## src/rtl/game_flow_ctrl.sv

```systemverilog
// game_flow_ctrl: round controller for elimination tic-tac-toe (board, per-player FIFOs, win check, scores).
// Optional macro TIMEOUT_LOSS_EN: a lone timeout in PLAY forfeits the round for the player to move.
`default_nettype none

module game_flow_ctrl #(
    parameter int MAX_MARKS = 3,
    parameter int SCORE_MAX = 9
) (
    input  logic        clk,
    input  logic        rst,
    input  logic        start,
    input  logic        move_valid,
    input  logic [3:0]  move_loc,
    input  logic [1:0]  move_mark,
    input  logic        timeout,
    input  logic        whos_turn,
    output logic [17:0] board,
    output logic [2:0]  state,
    output logic        accept_en,
    output logic [1:0]  winner,
    output logic [3:0]  score_x,
    output logic [3:0]  score_o
);

    localparam int PW = (MAX_MARKS + 1 > 1) ? $clog2(MAX_MARKS + 1) : 1;
    localparam int CW = $clog2(MAX_MARKS + 2);

    typedef enum logic [2:0] {
        S_IDLE  = 3'd0,
        S_PLAY  = 3'd1,
        S_ELIM  = 3'd2,
        S_CHECK = 3'd3,
        S_OVER  = 3'd4
    } state_t;

    state_t          r_state;
    logic [3:0]      r_fifo  [2][MAX_MARKS+1];
    logic [PW-1:0]   r_head  [2];
    logic [PW-1:0]   r_tail  [2];
    logic [CW-1:0]   r_count [2];
    logic            r_mover;           // 1: X made the last move, 0: O

    logic [1:0]      w_cell [9];
    logic [17:0]     w_tgt_bits;
    logic [1:0]      w_mover_mark;
    logic            w_legal;
    logic            w_push;
    logic            w_pidx;
    logic [CW-1:0]   w_push_count;
    logic [3:0]      w_head_loc;
    logic [17:0]     w_set_mask;
    logic [17:0]     w_clr_mask;
    logic            w_win;
    logic            w_full;

    function automatic logic [PW-1:0] ptr_inc(input logic [PW-1:0] p);
        return (p == PW'(MAX_MARKS)) ? '0 : p + PW'(1);
    endfunction

    function automatic logic [3:0] sat_inc(input logic [3:0] s);
        return (s >= 4'(SCORE_MAX)) ? s : s + 4'd1;
    endfunction

    always_comb begin
        for (int i = 0; i < 9; i++) begin
            w_cell[i] = board[2*i +: 2];
        end
    end

    assign w_tgt_bits   = board >> {move_loc, 1'b0};
    assign w_legal      = move_valid && (move_loc <= 4'd8) &&
                          (move_mark == 2'b10 || move_mark == 2'b01) &&
                          (w_tgt_bits[1:0] == 2'b00);
    assign w_push       = (r_state == S_PLAY) && w_legal;
    assign w_pidx       = (move_mark == 2'b10);
    assign w_push_count = r_count[w_pidx] + CW'(1);
    assign w_mover_mark = r_mover ? 2'b10 : 2'b01;
    assign w_head_loc   = r_fifo[r_mover][r_head[r_mover]];
    assign w_set_mask   = {16'b0, move_mark} << {move_loc, 1'b0};
    assign w_clr_mask   = 18'b11 << {w_head_loc, 1'b0};

    // Eight lines evaluated only for the mark that just moved.
    always_comb begin
        w_win = 1'b0;
        for (int r = 0; r < 3; r++) begin
            if (w_cell[3*r] == w_mover_mark && w_cell[3*r+1] == w_mover_mark &&
                w_cell[3*r+2] == w_mover_mark) w_win = 1'b1;
            if (w_cell[r] == w_mover_mark && w_cell[r+3] == w_mover_mark &&
                w_cell[r+6] == w_mover_mark) w_win = 1'b1;
        end
        if (w_cell[0] == w_mover_mark && w_cell[4] == w_mover_mark &&
            w_cell[8] == w_mover_mark) w_win = 1'b1;
        if (w_cell[2] == w_mover_mark && w_cell[4] == w_mover_mark &&
            w_cell[6] == w_mover_mark) w_win = 1'b1;
    end

    always_comb begin
        w_full = 1'b1;
        for (int i = 0; i < 9; i++) begin
            if (w_cell[i] == 2'b00) w_full = 1'b0;
        end
    end

`ifndef TIMEOUT_LOSS_EN
    logic w_unused;
    assign w_unused = &{1'b0, timeout, whos_turn};
`endif

    // FIFO storage needs no reset: entries are only read below the live count.
    always_ff @(posedge clk) begin
        if (w_push) begin
            r_fifo[w_pidx][r_tail[w_pidx]] <= move_loc;
        end
    end

    always_ff @(posedge clk or negedge rst) begin
        if (!rst) begin
            r_state   <= S_IDLE;
            board     <= '0;
            accept_en <= 1'b0;
            winner    <= 2'b00;
            score_x   <= 4'd0;
            score_o   <= 4'd0;
            r_mover   <= 1'b0;
            for (int p = 0; p < 2; p++) begin
                r_head[p]  <= '0;
                r_tail[p]  <= '0;
                r_count[p] <= '0;
            end
        end else begin
            case (r_state)
                S_IDLE, S_OVER: begin
                    if (start) begin
                        board     <= '0;
                        winner    <= 2'b00;
                        r_state   <= S_PLAY;
                        accept_en <= 1'b1;
                        for (int p = 0; p < 2; p++) begin
                            r_head[p]  <= '0;
                            r_tail[p]  <= '0;
                            r_count[p] <= '0;
                        end
                    end
                end
                S_PLAY: begin
                    if (w_legal) begin
                        board            <= board | w_set_mask;
                        r_mover          <= w_pidx;
                        r_tail[w_pidx]   <= ptr_inc(r_tail[w_pidx]);
                        r_count[w_pidx]  <= w_push_count;
                        accept_en        <= 1'b0;
                        r_state          <= (w_push_count > CW'(MAX_MARKS)) ? S_ELIM : S_CHECK;
                    end
`ifdef TIMEOUT_LOSS_EN
                    else if (timeout && !move_valid) begin
                        accept_en <= 1'b0;
                        r_state   <= S_OVER;
                        if (whos_turn) begin
                            winner  <= 2'b01;
                            score_o <= sat_inc(score_o);
                        end else begin
                            winner  <= 2'b10;
                            score_x <= sat_inc(score_x);
                        end
                    end
`endif
                end
                S_ELIM: begin
                    board            <= board & ~w_clr_mask;
                    r_head[r_mover]  <= ptr_inc(r_head[r_mover]);
                    r_count[r_mover] <= r_count[r_mover] - CW'(1);
                    r_state          <= S_CHECK;
                end
                S_CHECK: begin
                    if (w_win) begin
                        winner  <= w_mover_mark;
                        r_state <= S_OVER;
                        if (r_mover) score_x <= sat_inc(score_x);
                        else         score_o <= sat_inc(score_o);
                    end else if (w_full) begin
                        winner  <= 2'b00;
                        r_state <= S_OVER;
                    end else begin
                        r_state   <= S_PLAY;
                        accept_en <= 1'b1;
                    end
                end
                default: begin
                    r_state   <= S_IDLE;
                    accept_en <= 1'b0;
                end
            endcase
        end
    end

    assign state = r_state;

endmodule

`default_nettype wire
```

## config.mk

```make
export PLATFORM = sky130hd
export DESIGN_NAME = game_flow_ctrl
export DESIGN_NICKNAME = d
export VERILOG_FILES = /design/src/rtl/game_flow_ctrl.sv
export SDC_FILE = /design/constraint.sdc
export NUM_CORES = 1
export LEC_CHECK = 0
export BUFFER_PORTS_ARGS = -buffer_cell sky130_fd_sc_hd__buf_2
export CAP_MARGIN = 10
export CORE_AREA = 4 4 122 124
export CTS_BUF_LIST = sky130_fd_sc_hd__clkbuf_2
export CTS_CLUSTER_DIAMETER = 40
export DETAILED_ROUTE_END_ITERATION = 10
export DIE_AREA = 0 0 126 128
export PLACE_DENSITY_LB_ADDON = 0.1
export SLEW_MARGIN = 20
export SYNTH_ARGS = -nofsm -noshare
export SYNTH_HDL_FRONTEND = slang
export SYNTH_SLANG_ARGS = --single-unit
```

## constraint.sdc

```tcl
create_clock -name clk -period 3.5 [get_ports clk]
set_input_delay 0.7 -clock clk [delete_from_list [all_inputs] [get_ports clk]]
set_output_delay 0.7 -clock clk [all_outputs]
set_load 0.03 [all_outputs]
```

==> Word-level counts from Yosys, hierarchy flattened <==
Memories as Yosys holds them, arrays and structs flattened.
Cells that the tools add are included.
{ "totals": {"reg_bits": 47, "latchBits": 0, "ram_bits": 32, "mem_bits_ro": 0, "in_bits": 12, "output_inout_bits": 32, "word_cells": 192, "memories": 1} }
{ "op_classes": {"add_sub_neg": 6, "mul": 0, "div": 0, "n_lt_le_gt_ge": 11, "n_eq_ne": 22, "shift": 3, "mux": 76, "bitwise_logic": 11, "n_reduce_logical": 49} }
{ "mem_list": {"columns": ["name", "words", "width", "rd", "rd_ports_with_merged_regs", "wr", "line_no", "text"], "rows": [
  ["r_fifo", 2, 16, 1, 0, 1, "37", "logic [3:0] r_fifo [2][MAX_MARKS+1];"]
]} }
{ "ops": {"columns": ["op", "n"], "rows": [
  ["$pmux W18 S3", 1],
  ["$mux W18", 2],
  ["$mux W3", 12],
  ["$mux W2", 14],
  ["$logic_and A1 B1 Y1", 23],
  ["$mux W1", 23],
  ["$logic_not A2 Y1", 10],
  ["$mux W4", 5],
  ["$and A18 B18 Y18", 1],
  ["$eq A2 B2 Y1", 9],
  ["$not A18 Y18", 1],
  ["$or A18 B18 Y18", 1],
  ["$pmux W6 S3", 1],
  ["$shl A2 B5 Y18", 1],
  ["$shl A2 B5 Y18 const A", 1],
  ["$shr A18 B5 Y2", 1],
  ["$mux W16", 1],
  ["$pmux W4 S2", 2],
  ["$bwmux W6", 2],
  ["$mux W6", 2],
  ["$pmux W3 S4", 1],
  ["$reduce_and A3 Y1", 3],
  ["$add A4 B1 Y4 const B", 2],
  ["$bmux W4 S2", 1],
  ["34 further kinds", 58]
]} }

==> Longest topological paths before layout <==
Gate-level depths: netlist (run 1).
{ "logic_depth": {"depth_word": 14, "mapped_depth": 10, "mapped_depth_nobuf": 9} }

==> Least setup slack after synthesis (run 1) <==
Ideal clock, no wire load.
{ "synth_timing": {"path_kind": "input -> register", "start": "input port move_mark[0]", "end": "register r_state[0] (netlist: state[0])", "setup_ps": 124, "arrival_time_ps": 2712, "t_required_ps": 3376, "setup_slack_ps": 664, "stages": 9, "path_buffers": 2, "path_cell_list": "inv_1 ha_1 clkbuf_1 clkbuf_1 mux2_2 ha_1 nor3b_1 o21ai_0 a211o_1"} }
{ "synth_between": {"elab_chain_len": 10, "word_cells_on_any_way": 16, "cone_classes": "1 x add/sub; 1 x order compare; 3 x eq/ne; 6 x mux; 1 x bitwise; 4 x reduce/logical"} }
{ "synth_rtl": {"columns": ["element", "line_no", "text"], "rows": [
  ["start, declared", "14", "input logic [1:0] move_mark,"],
  ["$eq A2 B2 Y1 (*)", "75", "assign w_pidx = (move_mark == 2'b10);"],
  ["named net w_pidx", "48", "logic w_pidx;"],
  ["$not A1 Y2 (implied by the code)", "76", "assign w_push_count = r_count[w_pidx] + CW'(1);"],
  ["$mux W3 (implied by the code) (3 in a row)", "76", null],
  ["$add A3 B1 Y3", "76", null],
  ["$gt A3 B2 Y1", "152", "r_state <= (w_push_count > CW'(MAX_MARKS)) ? S_ELIM : S_CHECK;"],
  ["$mux W1", "152", null],
  ["$mux W3", "146", "if (w_legal) begin"],
  ["$pmux W3 S4", "131", "case (r_state)"],
  ["end signal, assigned", "152", null],
  ["end, declared", "36", "state_t r_state;"]
]} }
The timed path passes the listed nets; every way through them passes the cells marked *. The select of a mux whose other input is x is not followed.
A chain may end at the register's enable or synchronous reset.

==> Worst setup path in the final report (run 1) <==
{ "layout_timing": {"start": "register board[16]", "end": "memory r_fifo[1][15] in the netlist's numbering (enable)"} }
{ "layout_between": {"elab_chain_len": 6} }
{ "layout_rtl": {"columns": ["element", "line_no", "text"], "rows": [
  ["start, declared", "17", "output logic [17:0] board,"],
  ["start signal, assigned", "147", "board <= board | w_set_mask;"],
  ["start signal, assigned", "169", "board <= board & ~w_clr_mask;"],
  ["$shr A18 B5 Y2", "70", "assign w_tgt_bits = board >> {move_loc, 1'b0};"],
  ["$logic_not A2 Y1", "73", "(w_tgt_bits[1:0] == 2'b00);"],
  ["$logic_and A1 B1 Y1", "72", "(move_mark == 2'b10 || move_mark == 2'b01) &&"],
  ["$logic_and A1 B1 Y1", "74", "assign w_push = (r_state == S_PLAY) && w_legal;"],
  ["$mux W1", "111", "if (w_push) begin"],
  ["$mux W16 (implied by the code)", "112", "r_fifo[w_pidx][r_tail[w_pidx]] <= move_loc;"],
  ["end, declared", "37", null]
]} }
No other way between the ends.

==> results of run 1 <==
[critical path: stages, from the launching register on]
cell and delay, ns:
dfrtp_1 0.54, o41ai_4 0.43, o311ai_4 0.22, nor2_1 0.67, and3_1 0.40
[power breakdown]
group	switching [µW]	internal (µW)	leakage, µW	total, µW
clock network	337	307	0.0000858	644
logic	607	394	0.00107	1000
registers	123	1060	0.000923	1180
total	1070	1760	0.00207	2820
[cell usage in the layout (no fill, tap or decap), types with 6 or more instances in the layout]
cell type  netlist  routed
a21oi_1          6       6
a32o_1           9       9
and3_1           9       9
buf_2            2      41
buf_4            0      11
clkbuf_2         0      10
dfrtp_1         47      46
edfxtp_1        32      32
ha_1            14      14
inv_1           13      13
mux2_2           9       9
mux2i_1         34      34
nand2_1         20      20
nand2b_1        12      12
nand3_1         10      10
nor2_1          21      21
nor3b_1          9       9
o21ai_0         35      35
o22ai_1         12      12
xnor2_1          7       7
[final timing paths]
path                            endpoint    startpoint
max                        r_fifo[1][15]     board[16]
min                           score_o[1]           rst
max reg2reg                r_fifo[1][15]     board[16]
min reg2reg                   score_o[3]    score_o[3]
max in group asynchronous      r_head[1]           rst
min in group clk               board[16]  move_mark[0]
[through the flow]
stage          instances  setup WS (ns)
2_1_floorplan        379          0.664
3_3_place_gp         600          0.389
3_5_place_dp         600          0.345
4_1_cts              616          0.886
5_1_grt              616          0.795
6_report             616          0.910
[state kept, by name, summed over array words and instances (netlist names)]
register,flops
accept_en,1
board,18
r_count,6
r_fifo,32
r_head,4
r_mover,1
r_tail,4
score_o,4
score_x,4
state,3
winner,2
[cell families (layout without fill, tap and decap cells)]
group           count (synthesis)  after routing  share of synthesized area [%]
compound gates                 93             93                           15.7
xor+xnor                        8              8                           1.61
fa+ha+maj                      14             14                           4.03
buf+inv                        24             81                           2.65
flops                          79             79                           49.1
mux                            48             48                           12.6
simple gates                  113            113                           14.3
[area by class of cell]
cell class,count,area (µm²),area share [%]
Clock buffer,10,50.0,1.01
Clock inverter,6,109,2.20
Inverter,13,48.8,0.985
Multi-Input combinational cell,276,2100,42.3
Sequential cell,79,2140,43.1
Tap cell,180,225,4.54
Timing Repair Buffer,52,288,5.81
[per-layer routing]
layer / global-route usage (%) / up-vias / routed length [µm]
li1: - / 1552 / -
met1: 20.9 / 1599 / 5570
met2: 21.2 / 76 / 5100
met3: 2.71 / 15 / 446
met4: 5.11 / 0 / 179
met5: 0 / - / 0
==> results.yml, run 1 <==
grt:
  antenna_found_initial: 0
  grt_max_degree: 27
  grt_pass1_vias: 3089
  grtUsageTotal_pct: 14.3
  grt_first_pass_wirelength_mm: 17.7
  grt-ovfl-total: 0
clocking:
  htreeDepth: 3
  post_cts_buffers: 0
  cts_tree: "yes"
  ctsResizeCount: 0
  root_buffer: "clkbuf_2"
  clk_latency_ns: 0.57
  cts.clk_slew.worst_paths_ns: 0.23
  cts_max_path_buffers: 2
  cts_hold_buf: 0
  cts_inserted_buffers: 9
  cts_sinks: 79
sta:
  tightest_slew_ns: 0.804
  hold_ws_ns: 0.0985
  finalSetupTns_ns: 0
  setup_viol: 0
  fmax_mhz: 386
  fin_worst_skew_ns: 0.0422
  rsz0062_at_grt: "false"
  timing.final.crit_share_pct: 74.0
  maxSlewViolCount: 0
  slew_headroom_pct: 46.2
  hold_viol: 0
  final.min_clock_period_ns: 2.59
worst_setup_path:
  cp.required_ns: 3.75
  worstSetupPathType: "flip-flop to flip-flop"
  start_kind: "flip-flop"
  crit_arrival_ns: 2.84
  r2r_slack_ns: 0.91
  critPathMaxFanout: 13
  cp-end-kind: "flip-flop"
  worstRegToRegCells: 4
placed_design:
  dpl.hpwl_mm: 8.33
  placed_area_um2: 4800
  globalplace.congestion: 0.780
  port_buffers: 41
hold_path:
  min_path_type: "input pin to async pin"
detailed_routing:
  drtIter0Drc: 275
  drt-total-wl_mm: 11.3
  via_count: 3242
  drt_first_pass_iters: 5
  viasPerCell: 5.26
  ant_nets: 0
  drc: 0
  post_drt_wl_per_cell_um: 18.3
synth:
  async_flop_share_pct: 59.5
  synthCells: 379
  synth_seq_cells: 79
  netlist_area_um2: 4350
  yosysUniqueCellTypes: 53
  synth_top_cell_by_area: "dfrtp_1"
  synth_edf_count: 32
  netlist_top_cells_count: "dfrtp_1, o21ai_0, mux2i_1"
  yosys-top-cells-area: "dfrtp_1, edfxtp_1, mux2i_1"
  synth_top_area_share_pct: 27.0
  yosysWarnings: 0
  yosys_most_used_dff: "dfrtp_1"
  syn_nets: 405
  synth.most_common_cell: "dfrtp_1"
  yosysSeqAreaShare_pct: 49.1
  avgSynthCellArea_um2: 11.5
power:
  power.density_nw_per_um2: 570
  finalPower_uw: 2820
  leakage_uw: 0.00207
  vdd_ir_drop_max_mv: 0.247
layout:
  drive_gt1_share_pct: 20.9
  n_fill_cell: 1423
  nNetsFinal: 457
  post-route-util_pct: 36.0
  final_cell_area_um2: 4960
  syn2layout_area_growth_pct: 14.0
  num_antenna_cells: 0
floorplanning:
  fp.dieH_um: 128
  start_util_pct: 31.6
  num_rows: 43
  boundaryPins: 44
  core_region_area_um2: 13800
  fp.dieW_um: 126
  die_area_um2: 16100
flow_run:
  max_cap_viol_count: 0
run_status:
  status: "finished clean"
Power figures use the tool's default switching activity.
==> inputs of run 2 (changes only) <==
Settings changed: ABC_AREA from default to 1, CORE_AREA 4 4 122 124 to 4 4 126 128, DIE_AREA 0 0 126 128 to 0 0 130 132.
Clock period 3.5 ns to 2.6 ns, I/O delays scaled along.
==> results.yml, run 2 <==
clocking:
  cts_tree: "yes"
  cts_max_path_buffers: 2
  cts.clk_slew.worst_paths_ns: 0.20
  htreeDepth: 3
  ctsResizeCount: 0
  post_cts_buffers: 0
  cts_inserted_buffers: 9
  clk_latency_ns: 0.56
  cts_sinks: 79
  root_buffer: "clkbuf_2"
  cts_hold_buf: 1
placed_design:
  globalplace.congestion: 0.839
  dpl.hpwl_mm: 10.0
  placed_area_um2: 5220
  place_worst_setup_slack_ns: 0.0578
  port_buffers: 41
  placed_cells: 873
worst_setup_path:
  r2r_slack_ns: 0.35
  r2r_start: "board[16]"
  slowest_delay_ns: 0.48
  crit_top_cell: "nor2_1"
  crit_arrival_ns: 2.49
  worstRegToRegCells: 7
  path_cells: "nor2_1 -> nand4_1 -> a21oi_2 -> nand3_4 -> nor2_1 -> inv_1 -> nor2_1"
  worstSetupPathType: "flip-flop to flip-flop"
  start_kind: "flip-flop"
  critical_path.top_delay_family: "simple AND/OR/NAND/NOR gates"
  cp.required_ns: 2.84
  r2r_end: "r_fifo[1][0]"
  critPathMaxFanout: 5
  path_buf_inv: 1
  slowest_stage: "dfrtp_1"
  cp-end-kind: "flip-flop"
grt:
  grt_first_pass_wirelength_mm: 20.8
  grt-ovfl-total: 0
  antenna_found_initial: 0
  grtUsageTotal_pct: 15.6
  grt_max_degree: 28
  grt_pass1_vias: 3980
power:
  clkPwrFrac_pct: 14.7
  p_sw_share_pct: 47.1
  seqPwrFrac_pct: 34.8
  vdd_ir_drop_max_mv: 0.223
  power.density_nw_per_um2: 825
  power_frac_comb_pct: 50.5
  intPower_uw: 2330
  leakage_uw: 0.00273
  switchingPower_uw: 2070
layout:
  drive_gt1_share_pct: 14.0
  num_antenna_cells: 0
  mostFrequentLayoutCell: "nand2_1"
  final_cell_area_um2: 5330
  layout.cells.non_filler: 890
  nNetsFinal: 723
  syn2layout_area_growth_pct: 14.7
  largest_reg_flops: 32
  final_cell_mix: "nand2_1, inv_1, nor2_1"
floorplanning:
  boundaryPins: 44
  die_area_um2: 17200
  fp.dieH_um: 132
  fp.dieW_um: 130
  core_region_area_um2: 14900
  num_rows: 45
  start_util_pct: 31.3
detailed_routing:
  post_drt_wl_per_cell_um: 14.2
  drc: 0
  drtIter0Drc: 265
  ant_nets: 0
  viasPerCell: 4.64
  drt_first_pass_iters: 5
  via_count: 4132
  drt-total-wl_mm: 12.6
hold_path:
  holdPathEnd: "r_fifo[1][14]"
  worstHoldStart: "move_loc[2]"
  min_path_type: "input pin to flip-flop"
  holdPathStages: 1
sta:
  fin_worst_skew_ns: 0.0182
  finalSetupTns_ns: 0
  setup_slack_ns: 0.349
  setup_viol: 0
  fmax_mhz: 444
  rsz0062_at_grt: "false"
  tightest_slew_ns: 0.499
  timing.final.crit_share_pct: 86.6
  maxSlewViolCount: 0
  slew_headroom_pct: 66.8
  hold_viol: 0
  final.min_clock_period_ns: 2.25
synth:
  synth_top_cell_by_area: "dfrtp_1"
  synthCells: 629
  syn_nets: 655
  yosysSeqAreaShare_pct: 46.0
  synth_seq_cells: 79
  yosysUniqueCellTypes: 36
  netlist_top_cells_count: "nand2_1, inv_1, nor2_1"
  async_flop_share_pct: 59.5
  yosys_most_used_dff: "dfrtp_1"
  yosys-top-cells-area: "dfrtp_1, nand2_1, edfxtp_1"
  synth_top_area_share_pct: 25.3
  synth.most_common_cell: "nand2_1"
  synth_edf_count: 32
  yosysWarnings: 0
  avgSynthCellArea_um2: 7.39
  netlist_area_um2: 4650
run_status:
  status: "finished clean"
flow_run:
  max_cap_viol_count: 0
run 2: changes by cell type in the layout (fill, tap and decap cells not counted), sizes merged, moves of 12 or more:
cell and delta:
inv +62, nand2 +241, nand3 +39, buf +16
mux2i -36, nor2 +39, nand2b -12
run 2: final cells by class:
| cell class | count | area, µm² |
|---|---|---|
| Fill cell | 1617 | 9530 |
| Tap cell | 188 | 235 |
| Multi-Input combinational cell | 463 | 2150 |
| Inverter | 75 | 284 |
| Clock buffer | 10 | 50.0 |
| Clock inverter | 6 | 52.6 |
| Sequential cell | 79 | 2140 |
| Timing Repair Buffer | 69 | 418 |
run 2: how the worst max path moves through the flow:
stage                             from       endpoint  slack (ns)  cells after the start
after floorplan           move_mark[0]   r_fifo[0][4]        0.29                      8
after global placement    move_mark[0]   r_fifo[0][9]        0.09                      9
after detailed placement  move_mark[0]  r_fifo[1][12]        0.06                      8
after CTS                    board[16]   r_fifo[1][0]        0.29                      7
after global routing         board[16]   r_fifo[1][0]        0.13                      7
final                        board[16]   r_fifo[1][0]        0.35                      7
run 2: logic make-up after synthesis:
group / after synthesis / synth area share, %
AO/OA/AOI/OAI: 51 / 6.17
XOR/XNOR: 7 / 1.32
adder cells (fa/ha/maj): 14 / 3.77
buffers and inverters: 87 / 7.65
flip-flops: 79 / 46.0
AND/OR/NAND/NOR: 391 / 35.1
run 2: power by group through the flow:
stage | Combinational (µW) | Clock, µW | Sequential (µW)
after detailed placement | 2240 | 0 | 1560
after global routing | 2580 | 737 | 1550
after global placement | 2210 | 0 | 1560
after CTS | 2250 | 685 | 1530
final | 2220 | 646 | 1530
after floorplan | 1560 | 0 | 1600
run 2: metrics by stage:
| step | util, % | hold slack [ns] | power (µW) |
|---|---|---|---|
| 5_1_grt | 35.9 | 0.180 | 4870 |
| 2_1_floorplan | - | 0.224 | 3160 |
| 3_3_place_gp | 35.1 | 0.453 | 3770 |
| 6_report | 35.9 | 0.276 | 4400 |
| 3_5_place_dp | 35.1 | 0.457 | 3800 |
| 4_1_cts | 35.9 | 0.222 | 4460 |
run 2: routing by layer:
metal / global-route usage (%) / wire [µm]
met1: 21.4 / 5940
met2: 24.3 / 5920
met3: 3.69 / 512
met4: 5.02 / 231
met5: 0 / 0
